### src/rtl/clk_div_bank_if.sv
// Configuration port of clk_div_bank: one staged half-period write per accepted transfer.
// A transfer completes on a rising clock edge where cfg_valid and cfg_ready are both 1;
// the master holds cfg_ch/cfg_half stable while cfg_valid is high and not yet accepted.
interface clk_div_bank_if #(
   parameter int NUM_CH = 4,
   parameter int DIV_W  = 8,
   parameter int CH_W   = (NUM_CH > 1) ? $clog2(NUM_CH) : 1
);
   logic             cfg_valid;
   logic             cfg_ready;
   logic [CH_W-1:0]  cfg_ch;
   logic [DIV_W-1:0] cfg_half;

   modport master (output cfg_valid, output cfg_ch, output cfg_half, input cfg_ready);
   modport slave  (input cfg_valid, input cfg_ch, input cfg_half, output cfg_ready);
endinterface

### src/rtl/clk_div_bank.sv
// Bank of independent 50%-duty clock dividers with staged, glitch-free half-period updates.
module clk_div_bank #(
   parameter int NUM_CH     = 4,
   parameter int DIV_W      = 8,
   parameter int RESET_HALF = 8
) (
   input  logic              clk_50MHz,
   input  logic              rst_n,
   input  logic [NUM_CH-1:0] ch_en,
   clk_div_bank_if.slave     cfg,
   output logic [NUM_CH-1:0] clk_out,
   output logic [NUM_CH-1:0] tick,
   output logic [NUM_CH-1:0] pending,
   output logic [NUM_CH-1:0] ch_state_o
);

   localparam int CH_W    = (NUM_CH > 1) ? $clog2(NUM_CH) : 1;
   localparam int CH_SPAN = 1 << CH_W;
   localparam logic [DIV_W-1:0] ONE  = DIV_W'(1);
   localparam logic [DIV_W-1:0] ZERO = '0;

   typedef enum logic {IDLE = 1'b0, RUN = 1'b1} ch_state_e;

   ch_state_e        st_q [NUM_CH];
   ch_state_e        st_d [NUM_CH];
   logic [DIV_W-1:0] h_q  [NUM_CH];
   logic [DIV_W-1:0] h_d  [NUM_CH];
   logic [DIV_W-1:0] s_q  [NUM_CH];
   logic [DIV_W-1:0] s_d  [NUM_CH];
   logic [DIV_W-1:0] c_q  [NUM_CH];
   logic [DIV_W-1:0] c_d  [NUM_CH];
   logic [NUM_CH-1:0] p_q, p_d;
   logic [NUM_CH-1:0] o_q, o_d;
   logic [NUM_CH-1:0] tk_q, tk_d;

   logic [CH_SPAN-1:0] p_ext;
   logic               cfg_fire;

   // Unused channel codes read as not-pending, so such writes are accepted and dropped.
   always_comb begin
      p_ext              = '0;
      p_ext[NUM_CH-1:0]  = p_q;
   end

   assign cfg.cfg_ready = ~p_ext[cfg.cfg_ch];
   assign cfg_fire      = cfg.cfg_valid & cfg.cfg_ready;

   always_comb begin
      st_d = st_q;
      h_d  = h_q;
      s_d  = s_q;
      c_d  = c_q;
      p_d  = p_q;
      o_d  = o_q;
      tk_d = '0;
      for (int i = 0; i < NUM_CH; i++) begin
         case (st_q[i])
            IDLE: begin
               if (p_q[i]) begin
                  h_d[i] = s_q[i];
                  p_d[i] = 1'b0;
               end else if (ch_en[i] && (h_q[i] != ZERO)) begin
                  // The enabling cycle is the first counted cycle of the low phase.
                  st_d[i] = RUN;
                  if (c_q[i] == h_q[i] - ONE) begin
                     c_d[i]  = ZERO;
                     o_d[i]  = 1'b1;
                     tk_d[i] = 1'b1;
                  end else begin
                     c_d[i] = c_q[i] + ONE;
                  end
               end
            end
            RUN: begin
               if (!o_q[i] && !ch_en[i]) begin
                  st_d[i] = IDLE;
                  c_d[i]  = ZERO;
               end else if (c_q[i] == h_q[i] - ONE) begin
                  c_d[i] = ZERO;
                  o_d[i] = ~o_q[i];
                  if (!o_q[i]) begin
                     tk_d[i] = 1'b1;
                  end else begin
                     // High->low boundary: the only point a staged value may take effect.
                     if (p_q[i]) begin
                        h_d[i] = s_q[i];
                        p_d[i] = 1'b0;
                     end
                     if (!ch_en[i] || (p_q[i] && (s_q[i] == ZERO))) begin
                        st_d[i] = IDLE;
                     end
                  end
               end else begin
                  c_d[i] = c_q[i] + ONE;
               end
            end
            default: st_d[i] = IDLE;
         endcase
         if (cfg_fire && (cfg.cfg_ch == CH_W'(i))) begin
            s_d[i] = cfg.cfg_half;
            p_d[i] = 1'b1;
         end
      end
   end

   always_ff @(posedge clk_50MHz or negedge rst_n) begin
      if (!rst_n) begin
         for (int i = 0; i < NUM_CH; i++) begin
            st_q[i] <= IDLE;
            h_q[i]  <= DIV_W'(RESET_HALF);
            s_q[i]  <= ZERO;
            c_q[i]  <= ZERO;
         end
         p_q  <= '0;
         o_q  <= '0;
         tk_q <= '0;
      end else begin
         st_q <= st_d;
         h_q  <= h_d;
         s_q  <= s_d;
         c_q  <= c_d;
         p_q  <= p_d;
         o_q  <= o_d;
         tk_q <= tk_d;
      end
   end

   always_comb begin
      for (int i = 0; i < NUM_CH; i++) begin
         ch_state_o[i] = (st_q[i] == RUN);
      end
   end

   assign clk_out = o_q;
   assign tick    = tk_q;
   assign pending = p_q;

endmodule

### src/flat_wrapper.sv
// flat-port wrapper written by rule: the top's interface ports become plain ports
module clk_div_bank_flat 
#(
   parameter int NUM_CH     = 4,
   parameter int DIV_W      = 8,
   parameter int RESET_HALF = 8
)
  (clk_50MHz, rst_n, ch_en, clk_out, tick, pending, ch_state_o, cfg_cfg_valid, cfg_cfg_ch, cfg_cfg_half, cfg_cfg_ready);
  clk_div_bank_if #(.NUM_CH(NUM_CH), .DIV_W(DIV_W)) cfg_i ();
  input  logic clk_50MHz;
  input  logic rst_n;
  input  logic [NUM_CH-1:0] ch_en;
  output logic [NUM_CH-1:0] clk_out;
  output logic [NUM_CH-1:0] tick;
  output logic [NUM_CH-1:0] pending;
  output logic [NUM_CH-1:0] ch_state_o;
  input wire logic [$bits(cfg_i.cfg_valid)-1:0] cfg_cfg_valid;
  input wire logic [$bits(cfg_i.cfg_ch)-1:0] cfg_cfg_ch;
  input wire logic [$bits(cfg_i.cfg_half)-1:0] cfg_cfg_half;
  output wire logic [$bits(cfg_i.cfg_ready)-1:0] cfg_cfg_ready;
  assign cfg_i.cfg_valid = cfg_cfg_valid;
  assign cfg_i.cfg_ch = cfg_cfg_ch;
  assign cfg_i.cfg_half = cfg_cfg_half;
  assign cfg_cfg_ready = cfg_i.cfg_ready;
  clk_div_bank #(.NUM_CH(NUM_CH), .DIV_W(DIV_W), .RESET_HALF(RESET_HALF)) u_core (.clk_50MHz(clk_50MHz), .rst_n(rst_n), .ch_en(ch_en), .cfg(cfg_i), .clk_out(clk_out), .tick(tick), .pending(pending), .ch_state_o(ch_state_o));
endmodule
### config.mk
export PLATFORM = sky130hd
export DESIGN_NAME = clk_div_bank_flat
export DESIGN_NICKNAME = d
export VERILOG_FILES = /design/src/rtl/clk_div_bank_if.sv /design/src/rtl/clk_div_bank.sv /design/src/flat_wrapper.sv
export SDC_FILE = /design/constraint.sdc
export NUM_CORES = 1
export LEC_CHECK = 0
export BUFFER_PORTS_ARGS = -buffer_cell sky130_fd_sc_hd__buf_2
export CAP_MARGIN = 0
export CORE_UTILIZATION = 53
export CTS_CLUSTER_DIAMETER = 120
export CTS_CLUSTER_SIZE = 16
export DETAILED_ROUTE_END_ITERATION = 6
export GPL_ROUTABILITY_DRIVEN = 0
export PLACE_DENSITY = 0.68
export SYNTH_ARGS = -nofsm -noshare
export SYNTH_HDL_FRONTEND = slang
export SYNTH_SLANG_ARGS = --single-unit
### constraint.sdc
create_clock -name clk_50MHz -period 3.2 [get_ports clk_50MHz]
set_clock_uncertainty 0.1 [all_clocks]
set_input_delay 0.64 -clock clk_50MHz [delete_from_list [all_inputs] [get_ports clk_50MHz]]
set_output_delay 0.64 -clock clk_50MHz [all_outputs]
set_load 0.01 [all_outputs]
==> impl_metrics.prom <==
# TYPE chip_impl_metric gauge
chip_impl_metric{name="mappedNetlistArea",unit="mm²"} 0.00592
chip_impl_info{name="cp_cell_sequence",value="nor4_1 > nand3b_1 > xnor2_1 > or3_1 > o32ai_2 > buf_4 > mux2_2"} 1
chip_impl_info{name="busiest_layer",value="met2"} 1
chip_impl_metric{name="layout-area-overhead-vs-synth",unit="%"} 9.44
chip_impl_metric{name="post_drt_wl_per_cell",unit="µm"} 16.7
chip_impl_metric{name="area.sequential",unit="mm²"} 0.00281
chip_impl_metric{name="worst_ir_drop_vdd",unit="µV"} 417
chip_impl_info{name="hold_path.class",value="input pin to asynchronous set/reset pin"} 1
chip_impl_info{name="reg_to_reg_end",value="u_core.h_q[22]$_DFFE_PN0P_"} 1
chip_impl_metric{name="synth-seq-cells",unit=""} 112
chip_impl_metric{name="static-leakage-power",unit="nW"} 2.80
chip_impl_metric{name="worst_path_largest_cell_delay",unit="ps"} 620
chip_impl_metric{name="total_of_buffers_placed_on_input_and_output_ports",unit=""} 33
chip_impl_metric{name="clk_pin_slew_worst_paths",unit="ps"} 100
chip_impl_metric{name="placeableCoreArea",unit="mm²"} 0.0109
chip_impl_metric{name="critical_path.n_buffers_inverters",unit=""} 1
chip_impl_metric{name="initial_utilization",unit="%"} 54.4
chip_impl_metric{name="place_hpwl",unit="µm"} 9080
chip_impl_metric{name="clock_latency",unit="ps"} 390
chip_impl_info{name="cts_tree",value="done"} 1
chip_impl_metric{name="fin_crit_sh",unit="%"} 89.0
chip_impl_metric{name="use_met1",unit="%"} 32.1
chip_impl_metric{name="htree_num_levels",unit=""} 3
chip_impl_info{name="clockRootBuffer",value="clkbuf_8"} 1
chip_impl_metric{name="global_route_wire_length_before_repair",unit="µm"} 21200
chip_impl_metric{name="synth-seq-area-share",unit="%"} 47.4
chip_impl_metric{name="grt_antenna_before_repair",unit=""} 0
chip_impl_metric{name="power_density",unit="mW/mm²"} 851
chip_impl_info{name="synth_top_flop_cell",value="dfrtp_1"} 1
chip_impl_metric{name="synthesized_instance_count",unit=""} 546
chip_impl_metric{name="post_synth_num_cell_types",unit=""} 65
chip_impl_metric{name="via_count",unit=""} 4338
chip_impl_info{name="critical_path.endpoint_type",value="flip-flop"} 1
chip_impl_info{name="netlist_top_cells_count",value="dfrtp_1, mux2_2, nand2_1"} 1
chip_impl_info{name="status",value="completed"} 1
chip_impl_metric{name="finalWirelength",unit="µm"} 12300
chip_impl_metric{name="slew_headroom",unit="%"} 56.3
chip_impl_metric{name="yosys.area.top_type_share",unit="%"} 45.6
chip_impl_metric{name="hold_viol_final",unit=""} 0
chip_impl_metric{name="largest_net_degree_at_the_start_of_global_routing",unit=""} 53
chip_impl_metric{name="clock_path_buffers",unit=""} 2
chip_impl_info{name="yosysMostFrequentCell",value="dfrtp_1"} 1
chip_impl_metric{name="drtIter0Drc",unit=""} 306
chip_impl_metric{name="groute.usage.overall",unit="%"} 23.6
chip_impl_metric{name="fin_util",unit="%"} 59.5
chip_impl_metric{name="cp.arrival",unit="ps"} 3040
chip_impl_metric{name="syn_area_per_cell",unit="µm²"} 10.9
chip_impl_metric{name="detail-route-antenna-nets",unit=""} 0
chip_impl_info{name="synth_top_area_cell",value="dfrtp_1"} 1
chip_impl_info{name="timing.rr.start",value="u_core.h_q[18]$_DFFE_PN0P_"} 1
chip_impl_metric{name="floorplan.die_area",unit="mm²"} 0.0116
chip_impl_metric{name="drc_errors",unit=""} 0
chip_impl_metric{name="setup_tns",unit="ps"} 0
chip_impl_metric{name="timing.final.crit_period",unit="ps"} 2850
chip_impl_info{name="crit_path_top_delay_cell",value="nor4_1"} 1
chip_impl_metric{name="critical_path_peak_fanout",unit=""} 8
chip_impl_metric{name="first_global_vias",unit=""} 4387
chip_impl_metric{name="timing.fmax",unit="MHz"} 351
chip_impl_metric{name="die_w",unit="µm"} 108
chip_impl_info{name="grt_setup_unrepaired",value="false"} 1
chip_impl_metric{name="grtUsageMet3",unit="%"} 4.84
chip_impl_metric{name="ys_warn_count",unit=""} 0
chip_impl_metric{name="cts_resized",unit=""} 0
chip_impl_info{name="path_class",value="flip-flop to flip-flop"} 1
chip_impl_metric{name="clock_sink_total",unit=""} 112
chip_impl_metric{name="multi_input_area",unit="mm²"} 0.00299
chip_impl_metric{name="asyncSetResetFlopFracSynth",unit="%"} 100
chip_impl_metric{name="synth-edff-count",unit=""} 0
chip_impl_metric{name="global_route_overflow",unit=""} 0
chip_impl_metric{name="report.final.setup_viol",unit=""} 0
chip_impl_metric{name="route.detailed.vias_per_inst",unit=""} 5.92
chip_impl_metric{name="io_pins",unit=""} 34
chip_impl_metric{name="drt_pass1_iterations",unit=""} 4
chip_impl_metric{name="r2r.worst_path.cells",unit=""} 7
chip_impl_info{name="timing.critical_path.max_delay_family",value="simple AND/OR/NAND/NOR gates"} 1
chip_impl_metric{name="post_route_cells_drive_above_1_share",unit="%"} 23.4
chip_impl_info{name="synth.area.top_cells",value="dfrtp_1, mux2_2, xor2_1, xnor2_1, nand2_1"} 1
chip_impl_metric{name="num-fill-cells",unit=""} 910
chip_impl_metric{name="insertedDiodeCount",unit=""} 0
chip_impl_metric{name="tritoncts.num_buffers",unit=""} 9
chip_impl_metric{name="grt_use_met2",unit="%"} 36.9
chip_impl_metric{name="post-cts-setup-buffer-count",unit=""} 0
chip_impl_metric{name="timing.critical_path.required",unit="ps"} 3390
chip_impl_metric{name="std_cell_rows",unit=""} 38
chip_impl_metric{name="die_h",unit="µm"} 108
chip_impl_metric{name="reg2reg_setup_slack",unit="ps"} 350
chip_impl_metric{name="max-cap-violations",unit=""} 0
chip_impl_metric{name="layout.nets",unit=""} 617
chip_impl_info{name="timing.critical_path.from_type",value="flip-flop"} 1
chip_impl_metric{name="timing.final.max_slew_violations",unit=""} 0
chip_impl_metric{name="number_of_nets_produced_by_synthesis",unit=""} 575
chip_impl_metric{name="worst-slew-pin-transition",unit="ps"} 650
chip_impl_metric{name="postCtsHoldBufs",unit=""} 0
==> worst max path at each step <==
| stage | depth (start not counted) | to | from |
|---|---|---|---|
| after detailed placement | 8 | u_core.h_q[12]$_DFFE_PN0P_ | u_core.h_q[8]$_DFFE_PN0P_ |
| after floorplan | 6 | u_core.h_q[16]$_DFFE_PN0P_ | u_core.h_q[18]$_DFFE_PN0P_ |
| after global routing | 7 | u_core.h_q[16]$_DFFE_PN0P_ | u_core.h_q[18]$_DFFE_PN0P_ |
| final | 7 | u_core.h_q[22]$_DFFE_PN0P_ | u_core.h_q[18]$_DFFE_PN0P_ |
| after CTS | 8 | u_core.h_q[9]$_DFFE_PN0P_ | u_core.h_q[8]$_DFFE_PN0P_ |
| after global placement | 5 | u_core.h_q[12]$_DFFE_PN0P_ | u_core.h_q[10]$_DFFE_PN0P_ |
==> report_power, final <==
| part | internal (W) | leakage, nW | switching [W] |
|---|---|---|---|
| clock network | 0.000312 | 0.0914 | 0.000489 |
| registers | 0.00191 | 1.40 | 0.000639 |
| logic | 0.00107 | 1.31 | 0.00109 |
==> layout make-up <==
type / instances / area share, %
sequential: 112 / 43.3
clock buffer: 11 / 2.18
inverter: 20 / 1.16
multi-input combinational: 402 / 46.1
clock inverter: 5 / 0.637
timing repair buffer: 43 / 3.94
tap: 140 / 2.70
==> metal layers <==
layer  part of all wire, %  vias to the layer above
li1                      -                     2075
met1                    48                     2156
met2                    46                       89
met3                   3.9                       18
met4                   1.7                        0
met5                     0                        -
==> kinds of logic (layout without fill, tap and decap cells) <==
kind of cell / Yosys count / in the layout / synth area share, %
buffers and inverters: 32 / 79 / 2.18
adders and majority gates: 12 / 12 / 2.53
xor gates and xnor gates: 51 / 51 / 7.84
and+or+nand+nor: 183 / 183 / 16.4
muxes: 65 / 65 / 12.5
AOI/OAI and AO/OA: 91 / 91 / 11.1
DFF: 112 / 112 / 47.4
==> metrics by stage <==
stage               worst slack [ps]  instances  cell area [µm²]  hold WS [ps]  total power (W)
floorplan                        570        546             5920           244          0.00410
global placement                 462        717             6300           400          0.00461
detailed placement               379        717             6300           417          0.00473
CTS                              367        733             6480           132          0.00556
global route                     117        733             6480           164          0.00596
finish                           353        733             6480           123          0.00552
==> worst register-to-register path, delay by kind of cell, from the launching register on <==
kind	cells	cell delay, ps
AOI/OAI and AO/OA	1	200
buffers and inverters	1	210
DFF	1	460
and+or+nand+nor	3	1190
xor gates and xnor gates	1	230
muxes	1	350
==> cell usage in the layout (no fill, tap or decap), drive strengths merged, types with 3 or more instances in the layout <==
cell,netlist,layout
nor3b,5,5
nand4,12,12
o41ai,4,4
clkinv,0,3
and3,10,10
xor2,27,27
nand2b,7,7
nand3,24,24
o22ai,3,3
o21bai,5,5
nor2,31,31
nand2,42,42
nor4b,4,4
dfstp,4,4
buf,3,43
o21ai,26,26
or3,6,6
a31o,4,4
nor3,16,16
mux2,64,64
a21oi,13,13
a21o,4,4
xnor2,23,23
nor4,8,8
a31oi,10,10
inv,20,21
ha,12,12
or4,7,7
dfrtp,108,108
clkbuf,9,11
==> state kept, by name, indices dropped and copies added, names as in the netlist <==
signal and count:
u_core.c_q 32, u_core.s_q 32, u_core.clk_out 4, u_core.tick 4, u_core.pending 4, u_core.h_q 32, u_core.ch_state_o 4
No activity file was read; power rests on OpenSTA's default activity.
